==> config.mk <==
export PLATFORM = sky130hd
export DESIGN_NAME = i2s_stereo_controller
export DESIGN_NICKNAME = d
export VERILOG_FILES = /design/src/rtl/i2s_stereo_controller.sv
export SDC_FILE = /design/constraint.sdc
export NUM_CORES = 1
export LEC_CHECK = 0
export CORE_MARGIN = 2
export CORE_UTILIZATION = 35
export DETAILED_ROUTE_END_ITERATION = 6
export PLACE_DENSITY_LB_ADDON = 0.3
export SLEW_MARGIN = 0
export SYNTH_ARGS = -nofsm -noshare
export SYNTH_HDL_FRONTEND = slang
export SYNTH_SLANG_ARGS = --single-unit
==> constraint.sdc <==
create_clock -name clk -period 3.3 [get_ports clk]
set_input_delay 0.66 -clock clk [delete_from_list [all_inputs] [get_ports clk]]
set_output_delay 0.66 -clock clk [all_outputs]
set_load 0.01 [all_outputs]
==> src/rtl/i2s_stereo_controller.sv <==
// Full-duplex stereo I2S master (CS5343 ADC / CS4344 DAC) with valid/ready DAC holding buffer.
// Optional macro I2S_UNDERRUN_DETECT_EN: underrun sends zeros and sets a sticky dacUnderrun flag.
module i2s_stereo_controller #(
    parameter int ClockConfigWidth = 4,
    parameter int DataWidth        = 16,
    parameter int SerialDataWidth  = 24
) (
    input  logic                        clk,
    input  logic                        resetN,
    input  logic [ClockConfigWidth-1:0] clockConfig,
    output logic signed [DataWidth-1:0] adcLeft,
    output logic signed [DataWidth-1:0] adcRight,
    output logic                        adcValid,
    input  logic signed [DataWidth-1:0] dacLeft,
    input  logic signed [DataWidth-1:0] dacRight,
    input  logic                        dacValid,
    output logic                        dacReady,
    output logic                        dacUnderrun,
    output logic                        mclk,
    output logic                        sclk,
    output logic                        lrck,
    input  logic                        adc,
    output logic                        dac
);
    typedef enum logic [1:0] {WAIT_FRAME, LEFT, RIGHT} stateT;

    localparam logic [4:0] LastBit = 5'(DataWidth);
    localparam logic [4:0] SlotBits = 5'(SerialDataWidth);

    stateT                 state;
    logic [ClockConfigWidth-1:0] divCnt;
    logic [8:0]            phase;
    logic [8:0]            phaseNext;
    logic                  tick, sclkRise, sclkFall, frameStart, lrckRise;
    logic [4:0]            slotIdx, nextIdx;
    logic                  adcMeta, adcSync, capDone, holdFull, underrunFlag;
    logic [DataWidth-1:0]  shLeft, shRight, holdLeft, holdRight, txLeft, txRight, txShift;

    // One 9-bit phase counter advanced per mclk half-period derives every I2S clock.
    assign tick       = (divCnt == clockConfig);
    assign phaseNext  = phase + 9'd1;
    assign sclkRise   = tick && (phase[2:0] == 3'd3);
    assign sclkFall   = tick && (phase[2:0] == 3'd7);
    assign frameStart = tick && (phase == 9'd511);
    assign lrckRise   = tick && (phase == 9'd255);
    assign slotIdx    = phase[7:3];
    assign nextIdx    = phaseNext[7:3];

    assign mclk        = phase[0];
    assign sclk        = phase[2];
    assign lrck        = phase[8];
    assign dacReady    = !holdFull;
    assign dacUnderrun = underrunFlag;

    always_ff @(posedge clk) begin
        if (!resetN) begin
            state        <= WAIT_FRAME;
            divCnt       <= '0;
            phase        <= '0;
            adcMeta      <= 1'b0;
            adcSync      <= 1'b0;
            capDone      <= 1'b0;
            holdFull     <= 1'b0;
            underrunFlag <= 1'b0;
            shLeft       <= '0;
            shRight      <= '0;
            holdLeft     <= '0;
            holdRight    <= '0;
            txLeft       <= '0;
            txRight      <= '0;
            txShift      <= '0;
            adcLeft      <= '0;
            adcRight     <= '0;
            adcValid     <= 1'b0;
            dac          <= 1'b0;
        end else begin
            adcMeta  <= adc;
            adcSync  <= adcMeta;
            adcValid <= 1'b0;
            divCnt   <= tick ? '0 : divCnt + 1'b1;
            if (tick)
                phase <= phaseNext;

            // A pair accepted in the frame-start cycle is held for the following frame.
            if (frameStart) begin
                if (holdFull) begin
                    txLeft   <= holdLeft;
                    txRight  <= holdRight;
                    holdFull <= 1'b0;
                end else begin
`ifdef I2S_UNDERRUN_DETECT_EN
                    txLeft       <= '0;
                    txRight      <= '0;
                    underrunFlag <= 1'b1;
`endif
                    if (dacValid) begin
                        holdLeft  <= dacLeft;
                        holdRight <= dacRight;
                        holdFull  <= 1'b1;
                    end
                end
            end else if (dacValid && !holdFull) begin
                holdLeft  <= dacLeft;
                holdRight <= dacRight;
                holdFull  <= 1'b1;
            end

            case (state)
                WAIT_FRAME: if (frameStart) state <= LEFT;
                LEFT:       if (lrckRise)   state <= RIGHT;
                RIGHT:      if (frameStart) state <= LEFT;
                default:                    state <= WAIT_FRAME;
            endcase

            if (sclkFall) begin
                if (state != WAIT_FRAME && nextIdx == 5'd1) begin
                    dac     <= phase[8] ? txRight[DataWidth-1] : txLeft[DataWidth-1];
                    txShift <= (phase[8] ? txRight : txLeft) << 1;
                end else if (state != WAIT_FRAME && nextIdx >= 5'd2 && nextIdx <= LastBit) begin
                    dac     <= txShift[DataWidth-1];
                    txShift <= txShift << 1;
                end else begin
                    dac <= 1'b0;
                end
            end

            // Bits past DataWidth in the slot are dropped, which truncates the sample.
            if (sclkRise && state != WAIT_FRAME && slotIdx >= 5'd1 && slotIdx <= LastBit
                    && slotIdx <= SlotBits) begin
                if (phase[8])
                    shRight <= {shRight[DataWidth-2:0], adcSync};
                else
                    shLeft  <= {shLeft[DataWidth-2:0], adcSync};
            end

            capDone <= sclkRise && state == RIGHT && slotIdx == LastBit;
            if (capDone) begin
                adcValid <= 1'b1;
                adcLeft  <= shLeft;
                adcRight <= shRight;
            end
        end
    end
endmodule

==> results of run 1 <==
worst max-delay path: stages (launching register included):
cell and delay (ns):
dfxtp_1 0.47, ha_1 0.39, and3_1 0.31, mux2i_1 0.12
a41oi_2 0.61, nor3_2 0.19, a21oi_4 0.55, mux2i_1 0.26
cell families after synthesis:
| kind of cell | Yosys count | synth area share |
|---|---|---|
| AND/OR/NAND/NOR | 269 | 0.187 |
| other | 1 | 0.000537 |
| flip-flops | 164 | 0.470 |
| adder cells (fa/ha/maj) | 6 | 0.0108 |
| multiplexers | 96 | 0.140 |
| buffers and inverters | 65 | 0.0405 |
| XOR/XNOR | 14 | 0.0176 |
| AO/OA/AOI/OAI | 120 | 0.133 |
synth_stat cells, drive strengths merged, types with 6 or more instances:
library cell	count	area [sq um]
clkbuf	45	170
nor2b	67	419
buf	15	93.8
nor2	10	45.0
dfxtp	164	3280
o21bai	14	105
mux2i	81	811
a21boi	69	518
xor2	6	52.6
and2	9	56.3
o311ai	14	123
ha	6	75.1
xnor2	8	70.1
mux2	15	169
nand2	154	578
placed cells by master, fill, tap and decap left out, drive strengths merged, types with 2 or more instances in the layout:
cell	count
nand2b	4
o311ai	14
xor2	6
ha	6
nand3	5
nand4	5
nand2	154
o211a	4
clkinv	5
and3	4
nor3	3
dfxtp	164
a21oi	5
buf	14
nor2b	67
clkbuf	19
o21ai	5
clkinvlp	2
mux2	15
and2	9
a21boi	69
or2	3
clkdlybuf4s50	76
nor4	2
nor2	10
mux2i	81
o21bai	14
inv	10
xnor2	8
state kept, by name, indices dropped and copies added (netlist names), 16 cells and up:
signal	flops
shRight	16
holdRight	16
shLeft	16
adcRight	16
adcLeft	16
txRight	16
txLeft	16
holdLeft	16
layer usage:
metal	up-vias	wire, microns	GRT usage	part of all wire
li1	2569	-	-	-
met1	2234	6730	0.178	0.50
met2	78	5990	0.204	0.45
met3	16	407	0.0340	0.031
met4	0	209	0.0441	0.016
met5	-	0	0	0
layout make-up:
type,count,share of cell area
flip-flops and latches,164,0.385
clock inverters,13,0.0166
inverters,5,0.00220
well taps,265,0.0388
clock buffers,19,0.0530
multi-input cells,506,0.400
repair buffers,90,0.104
through the flow:
step | cells | cell area, sq um | hold WS (ns)
2_1_floorplan | 735 | 6980 | 0.412
3_3_place_gp | 1030 | 7940 | 0.414
6_report | 1062 | 8540 | 0.435
5_1_grt | 1062 | 8540 | 0.474
3_5_place_dp | 1030 | 7940 | 0.421
4_1_cts | 1062 | 8540 | 0.435
power by group:
| group | leakage, nW | switching [mW] | internal (mW) |
|---|---|---|---|
| Clock | 0.287 | 0.855 | 1.10 |
| Sequential | 1.33 | 0.0229 | 2.01 |
| Combinational | 1.48 | 0.0914 | 0.103 |
| Total | 3.10 | 0.969 | 3.22 |
worst max-delay path by stage:
stage | start | end | slack [ns] | depth (start not counted)
2_1_floorplan | phase[0]$_SDFFE_PN0P_ | txShift[10]$_SDFFE_PN0P_ | 0.90 | 10
3_3_place_gp | clockConfig[1] | txShift[3]$_SDFFE_PN0P_ | 0.44 | 7
3_5_place_dp | phase[0]$_SDFFE_PN0P_ | txShift[13]$_SDFFE_PN0P_ | 0.36 | 7
4_1_cts | phase[0]$_SDFFE_PN0P_ | txShift[6]$_SDFFE_PN0P_ | 0.30 | 7
5_1_grt | phase[0]$_SDFFE_PN0P_ | txShift[9]$_SDFFE_PN0P_ | 0.05 | 7
6_report | phase[0]$_SDFFE_PN0P_ | txShift[6]$_SDFFE_PN0P_ | 0.32 | 7
==> out/metrics.sh, run 1 <==
STATUS='finished clean'
TIGHTEST_SLEW_NS=1.05
REGTOREGENDPOINT='txShift[6]$_SDFFE_PN0P_'
SYN_NETS=781
VIA_PER_INST=4.61
MAXIMUM_FANOUT_ALONG_THE_WORST_PATH=15
FINAL_UTIL=0.437
POST-DP-HPWL_MICRONS=8460
SETUP_REPAIR_AFTER_GLOBAL_ROUTING_MISSED_ITS_MARGIN='false'
PWR_DENSITY_CELL_nW_PER_UM2=490
IR_DROP_V=0.000314
SLEW-LIMIT-HEADROOM=0.299
LAYOUT-DRIVE-GT1-SHARE=0.0916
ROUTED_LENGTH_PER_INSTANCE_MICRONS=12.6
WORST_CLOCK_SKEW_NS=0.00875
COREAREA_SQ_UM=19500
HOLDCRITPATHCLASS='reg -> reg'
REMAINING_GLOBAL_ROUTE_OVERFLOW=0
GRT_MAX_DEGREE=69
GRT_FIRST_PASS_WIRELENGTH_MICRONS=23000
NUMBER_OF_NETS_STILL_FAILING_ANTENNA_CHECKS_AFTER_ROUTING=0
REGISTER_AREA_SQ_UM=3280
CTS_SETUP_BUFFERS=0
SYNTH_EDF_COUNT=0
WL_MICRONS=13300
TOTAL_LEAKAGE_POWER_nW=3.10
MAX_CAP_VIOL_COUNT=0
H-TREE-DEPTH=4
CLASSIFICATION_OF_THE_WORST_SETUP_PATH='reg -> reg'
MULTI_INPUT_AREA_SQ_UM=3420
FILLCELLCOUNT=1951
YOSYS.CELL_TYPES.COUNT=49
DIE_OUTLINE_AREA_SQ_UM=21100
WORSTPATHREQUIRED_NS=3.65
YOSYSWARNINGCOUNT=0
REGTOREGSTARTPOINT='phase[0]$_SDFFE_PN0P_'
CTS_ROOT_BUF='clkbuf_16'
VIAS=4897
SETUP_VIOLATIONS=0
CTS_TREE='built'
CLKSLEWWORSTSETUPHOLDPATHS_NS=0.07
TIMING_HOLD_VIOLATIONS_FINAL=0
SYN_AREA_PER_CELL_SQ_UM=9.50
MIN_DELAY_WORST_ENDPOINT='adcSync$_SDFF_PN0_'
ASYNC_RESET_FF_FRAC=0
HIGHEST_CLOCK_RATE_GHz=0.335
PERIOD_MINUS_SLACK_NS=2.98
LAYOUT_WORST_PATH_CYCLE_SHARE=0.903
FINALWORSTSETUPSLACK_NS=0.319
ANTENNA_FOUND_INITIAL=0
TIMING.SETUP.TNS_NS=0
DIE_W_MICRONS=145
CRIT_PATH_LAUNCH_TYPE='register'
CTS_BUFFER_DEPTH=2
DESIGN.FINAL.NETS=830
GLOBALROUTETOTALUTIL=0.131
CTS-BUFFERS-INSERTED=17
VIA_COUNT_OF_THE_FIRST_GLOBAL_ROUTING_PASS=4637
MIN_DELAY_PATH_DEPTH=1
CELLS_AFTER_SYNTHESIS=735
FINALWEIGHTEDCONGESTION=0.784
POST-LAYOUT-TOTAL-POWER_mW=4.19
FINAL_ANTENNA_DIODE_COUNT=0
CTS_HOLD_REPAIR.BUFFERS=0
REPORT.FINAL.SLEW_VIOL_COUNT=0
POSTCTSRESIZEDCELLS=0
ENDPOINT_KIND='register'
TIMING.REG2REG.SETUP_SLACK_NS=0.32
SYNTH.YOSYS.SEQ_AREA_SHARE=0.470
CTS.SINK_COUNT=164
AREA.GROWTH.SYNTH_TO_FINAL_PCT=22.3
YS_FLOP_TYPE='dfxtp_1'
ROW_COUNT=51
DRT-INITIAL-DRC-COUNT=309
INITIAL_UTILIZATION=0.357
BOUNDARYPINS=79
HP_START='adcMeta$_SDFF_PN0_'
DETAILEDPLACE.WORSTSLACK_NS=0.362
IO_BUFFER_COUNT=77
CRITPATHARRIVALTIME_NS=3.33
POSTSYNTHREGISTERBITS=164
DRT_DRC=0
DRT_PASS_1_ITERS=4
FP.DIEH_MICRONS=145
WORST_SKEW_PAIR.LATE_LATENCY_NS=0.42
POST_SYNTH_INSTANCE_AREA_SQ_UM=6980
REG2REG_DEPTH=7
Power figures use the tool's default switching activity.
==> run 2: changes to the inputs <==
--- a/config.mk
+++ b/config.mk
@@ -7,7 +7,9 @@
 export LEC_CHECK = 0
 export CORE_MARGIN = 2
 export CORE_UTILIZATION = 35
+export CTS_BUF_LIST = sky130_fd_sc_hd__clkbuf_8
 export DETAILED_ROUTE_END_ITERATION = 6
+export HOLD_SLACK_MARGIN = 0.1
 export PLACE_DENSITY_LB_ADDON = 0.3
 export SLEW_MARGIN = 0
 export SYNTH_ARGS = -nofsm -noshare
==> constraint.sdc (replaced) <==
create_clock -name clk -period 3.8 [get_ports clk]
set_input_delay 0.76 -clock clk [delete_from_list [all_inputs] [get_ports clk]]
set_output_delay 0.76 -clock clk [all_outputs]
set_load 0.01 [all_outputs]
==> out/metrics.sh, run 2 (synthesis gave the netlist of run 1 again) <==
GLOBALROUTETOTALUTIL=0.131  # -0.000497
HOLDCRITPATHCLASS='reg -> reg'
INITIAL_UTILIZATION=0.357  # unchanged
TOTAL_LEAKAGE_POWER_nW=2.97  # -4.0%
POST-DP-HPWL_MICRONS=8480  # +0.14%
REPORT.FINAL.SLEW_VIOL_COUNT=0  # unchanged
MAXIMUM_FANOUT_ALONG_THE_WORST_PATH=30  # +15
POST-LAYOUT-TOTAL-POWER_mW=3.10  # -26%
TIMING.REG2REG.SETUP_SLACK_NS=0.91  # +0.59 ns
GRT_MAX_DEGREE=78  # +13%
CRIT_PATH_LAUNCH_TYPE='register'
CRIT_PATH_END='txShift[10]$_SDFFE_PN0P_'
FINAL_ANTENNA_DIODE_COUNT=0  # unchanged
CLKSLEWWORSTSETUPHOLDPATHS_NS=0.09  # +0.02 ns
POSTCTSRESIZEDCELLS=0  # unchanged
REGTOREGSTARTPOINT='phase[0]$_SDFFE_PN0P_'
P_INT_mW=2.32  # -28%
TIMING.CRITICAL_PATH.MAX_DELAY_FAMILY='compound AO/OA/AOI/OAI gates'
CTS.SINK_COUNT=164  # unchanged
ROW_COUNT=51  # unchanged
DRT-INITIAL-DRC-COUNT=277  # -10%
LAYOUT_WORST_PATH_CYCLE_SHARE=0.760  # -0.143
DIE_OUTLINE_AREA_SQ_UM=21100  # unchanged
FINAL_CELL_MIX='dfxtp_1 (163), nand2_1 (154), mux2i_1 (81), clkdlybuf4s50_1 (76), a21boi_0 (69)'
CTS_TREE='built'
PLACE_INST=1026  # -0.39%
TIMING_HOLD_VIOLATIONS_FINAL=0  # unchanged
DESIGN.FINAL.NETS=826  # -0.48%
FINAL_UTIL=0.423  # -0.0147
VIAS=4882  # -0.31%
LAYOUT-DRIVE-GT1-SHARE=0.0845  # -0.00710
SETUP_REPAIR_AFTER_GLOBAL_ROUTING_MISSED_ITS_MARGIN='false'
PATH_DEPTH=8  # +1
PATH_BUF_INV=1  # +1
FP.DIEH_MICRONS=145  # unchanged
IR_DROP_V=0.000208  # -34%
VIA_COUNT_OF_THE_FIRST_GLOBAL_ROUTING_PASS=4656  # +0.41%
FINALWEIGHTEDCONGESTION=0.763  # -2.7%
WORSTPATHREQUIRED_NS=4.18  # +0.53 ns
SLEW-LIMIT-HEADROOM=0.312  # +0.0139
PATH_CELLS='ha_1 > and3_1 > mux2i_1 > a41oi_2 > buf_4 > nor3_2 > a21oi_4 > mux2i_1'
FINAL_COMMON_CELL='dfxtp_1'
SEQUENTIALPOWERSHARE=0.570  # +0.084
HIGHEST_CLOCK_RATE_GHz=0.346  # +3.2%
COREAREA_SQ_UM=19500  # unchanged
CTS_HOLD_REPAIR.BUFFERS=0  # unchanged
SWITCHING_POWER_AS_A_SHARE_OF_TOTAL_POWER=0.251  # +0.0193
DRT_PASS_1_ITERS=4  # unchanged
CTS_BUFFER_DEPTH=2  # unchanged
CRITPATHARRIVALTIME_NS=3.27  # -0.06 ns
H-TREE-DEPTH=4  # unchanged
MAX_CAP_VIOL_COUNT=0  # unchanged
BOUNDARYPINS=79  # unchanged
TIMING.SETUP.TNS_NS=0  # unchanged
IO_BUFFER_COUNT=77  # unchanged
CTS_ROOT_BUF='clkbuf_8'
REMAINING_GLOBAL_ROUTE_OVERFLOW=0  # unchanged
FINAL-INSTANCE-COUNT-EXCL-FILL=1058  # -0.38%
SETUP_VIOLATIONS=0  # unchanged
CLASSIFICATION_OF_THE_WORST_SETUP_PATH='reg -> reg'
CTS-BUFFERS-INSERTED=17  # unchanged
TIGHTEST_SLEW_NS=1.03  # -0.0209 ns
CRIT_START='phase[0]$_SDFFE_PN0P_'
DIE_W_MICRONS=145  # unchanged
STATUS='finished clean'
REGTOREGENDPOINT='txShift[10]$_SDFFE_PN0P_'
AREA.GROWTH.SYNTH_TO_FINAL_PCT=18.2
PERIOD_MINUS_SLACK_NS=2.89  # -0.0928 ns
ANTENNA_FOUND_INITIAL=0  # unchanged
ENDPOINT_KIND='register'
P_CLK_FRAC=0.377  # -0.091
REG2REG_DEPTH=8  # +1
COMB_POWER_SHARE=0.054  # +0.007
WORST_CLOCK_SKEW_NS=0.0142  # +0.00541 ns
NUMBER_OF_NETS_STILL_FAILING_ANTENNA_CHECKS_AFTER_ROUTING=0  # unchanged
CP_COMMON_CELL='mux2i_1'
DRT_DRC=0  # unchanged
CTS_SETUP_BUFFERS=0  # unchanged
ROUTED_LENGTH_PER_INSTANCE_MICRONS=12.7  # +0.84%
LARGEST_STAGE_DELAY_ON_THE_CRITICAL_PATH_NS=0.53  # -0.08 ns
WORST_SKEW_PAIR.LATE_LATENCY_NS=0.45  # +0.03 ns
CRITPATHSLOWESTCELL='a21oi_4'
GRT_FIRST_PASS_WIRELENGTH_MICRONS=23000  # -0.27%
PWR_DENSITY_CELL_nW_PER_UM2=375  # -23%
WL_MICRONS=13400  # +0.46%
VIA_PER_INST=4.61  # about the same
POWER.SWITCHING_uW=776  # -20%
## run 2: metal layers
layer | wire (microns) | up-vias | GRT usage
li1 | - | 2567 | -
met1 | 6790 | 2243 | 0.173
met2 | 6030 | 61 | 0.208
met3 | 421 | 11 | 0.0352
met4 | 152 | 0 | 0.0397
met5 | 0 | - | 0
## run 2: area by class of cell
cell class	instances	area (sq um)
Tap cell	265	332
Clock inverter	14	115
Fill cell	2007	11300
Clock buffer	18	248
Inverter	5	18.8
Timing Repair Buffer	86	836
Multi-Input combinational cell	506	3420
Sequential cell	164	3280
## run 2: per-stage QoR
stage	area, sq um	hold WS [ns]	setup slack (ns)
6_report	8250	0.436	0.912
5_1_grt	8250	0.466	0.655
4_1_cts	8250	0.440	0.901
3_5_place_dp	7890	0.420	0.583
3_3_place_gp	7890	0.415	0.639
2_1_floorplan	6980	0.412	1.35
## run 2: power by group through the flow
stage                     clock network (mW)  registers [mW]  logic [mW]
after CTS                               1.21            1.76       0.169
after floorplan                            0            1.80       0.101
after detailed placement                   0            1.80       0.168
after global routing                    1.29            1.77       0.186
final                                   1.17            1.76       0.166
after global placement                     0            1.80       0.167
## run 2: worst min path at each step
stage / startpoint / to / slack (ns) / cells after the start
floorplan: adcMeta$_SDFF_PN0_ / adcSync$_SDFF_PN0_ / 0.41 / 1
CTS: adcMeta$_SDFF_PN0_ / adcSync$_SDFF_PN0_ / 0.44 / 1
global route: adcMeta$_SDFF_PN0_ / adcSync$_SDFF_PN0_ / 0.47 / 1
global placement: adcMeta$_SDFF_PN0_ / adcSync$_SDFF_PN0_ / 0.41 / 1
detailed placement: adcMeta$_SDFF_PN0_ / adcSync$_SDFF_PN0_ / 0.42 / 1
finish: adcMeta$_SDFF_PN0_ / adcSync$_SDFF_PN0_ / 0.44 / 1
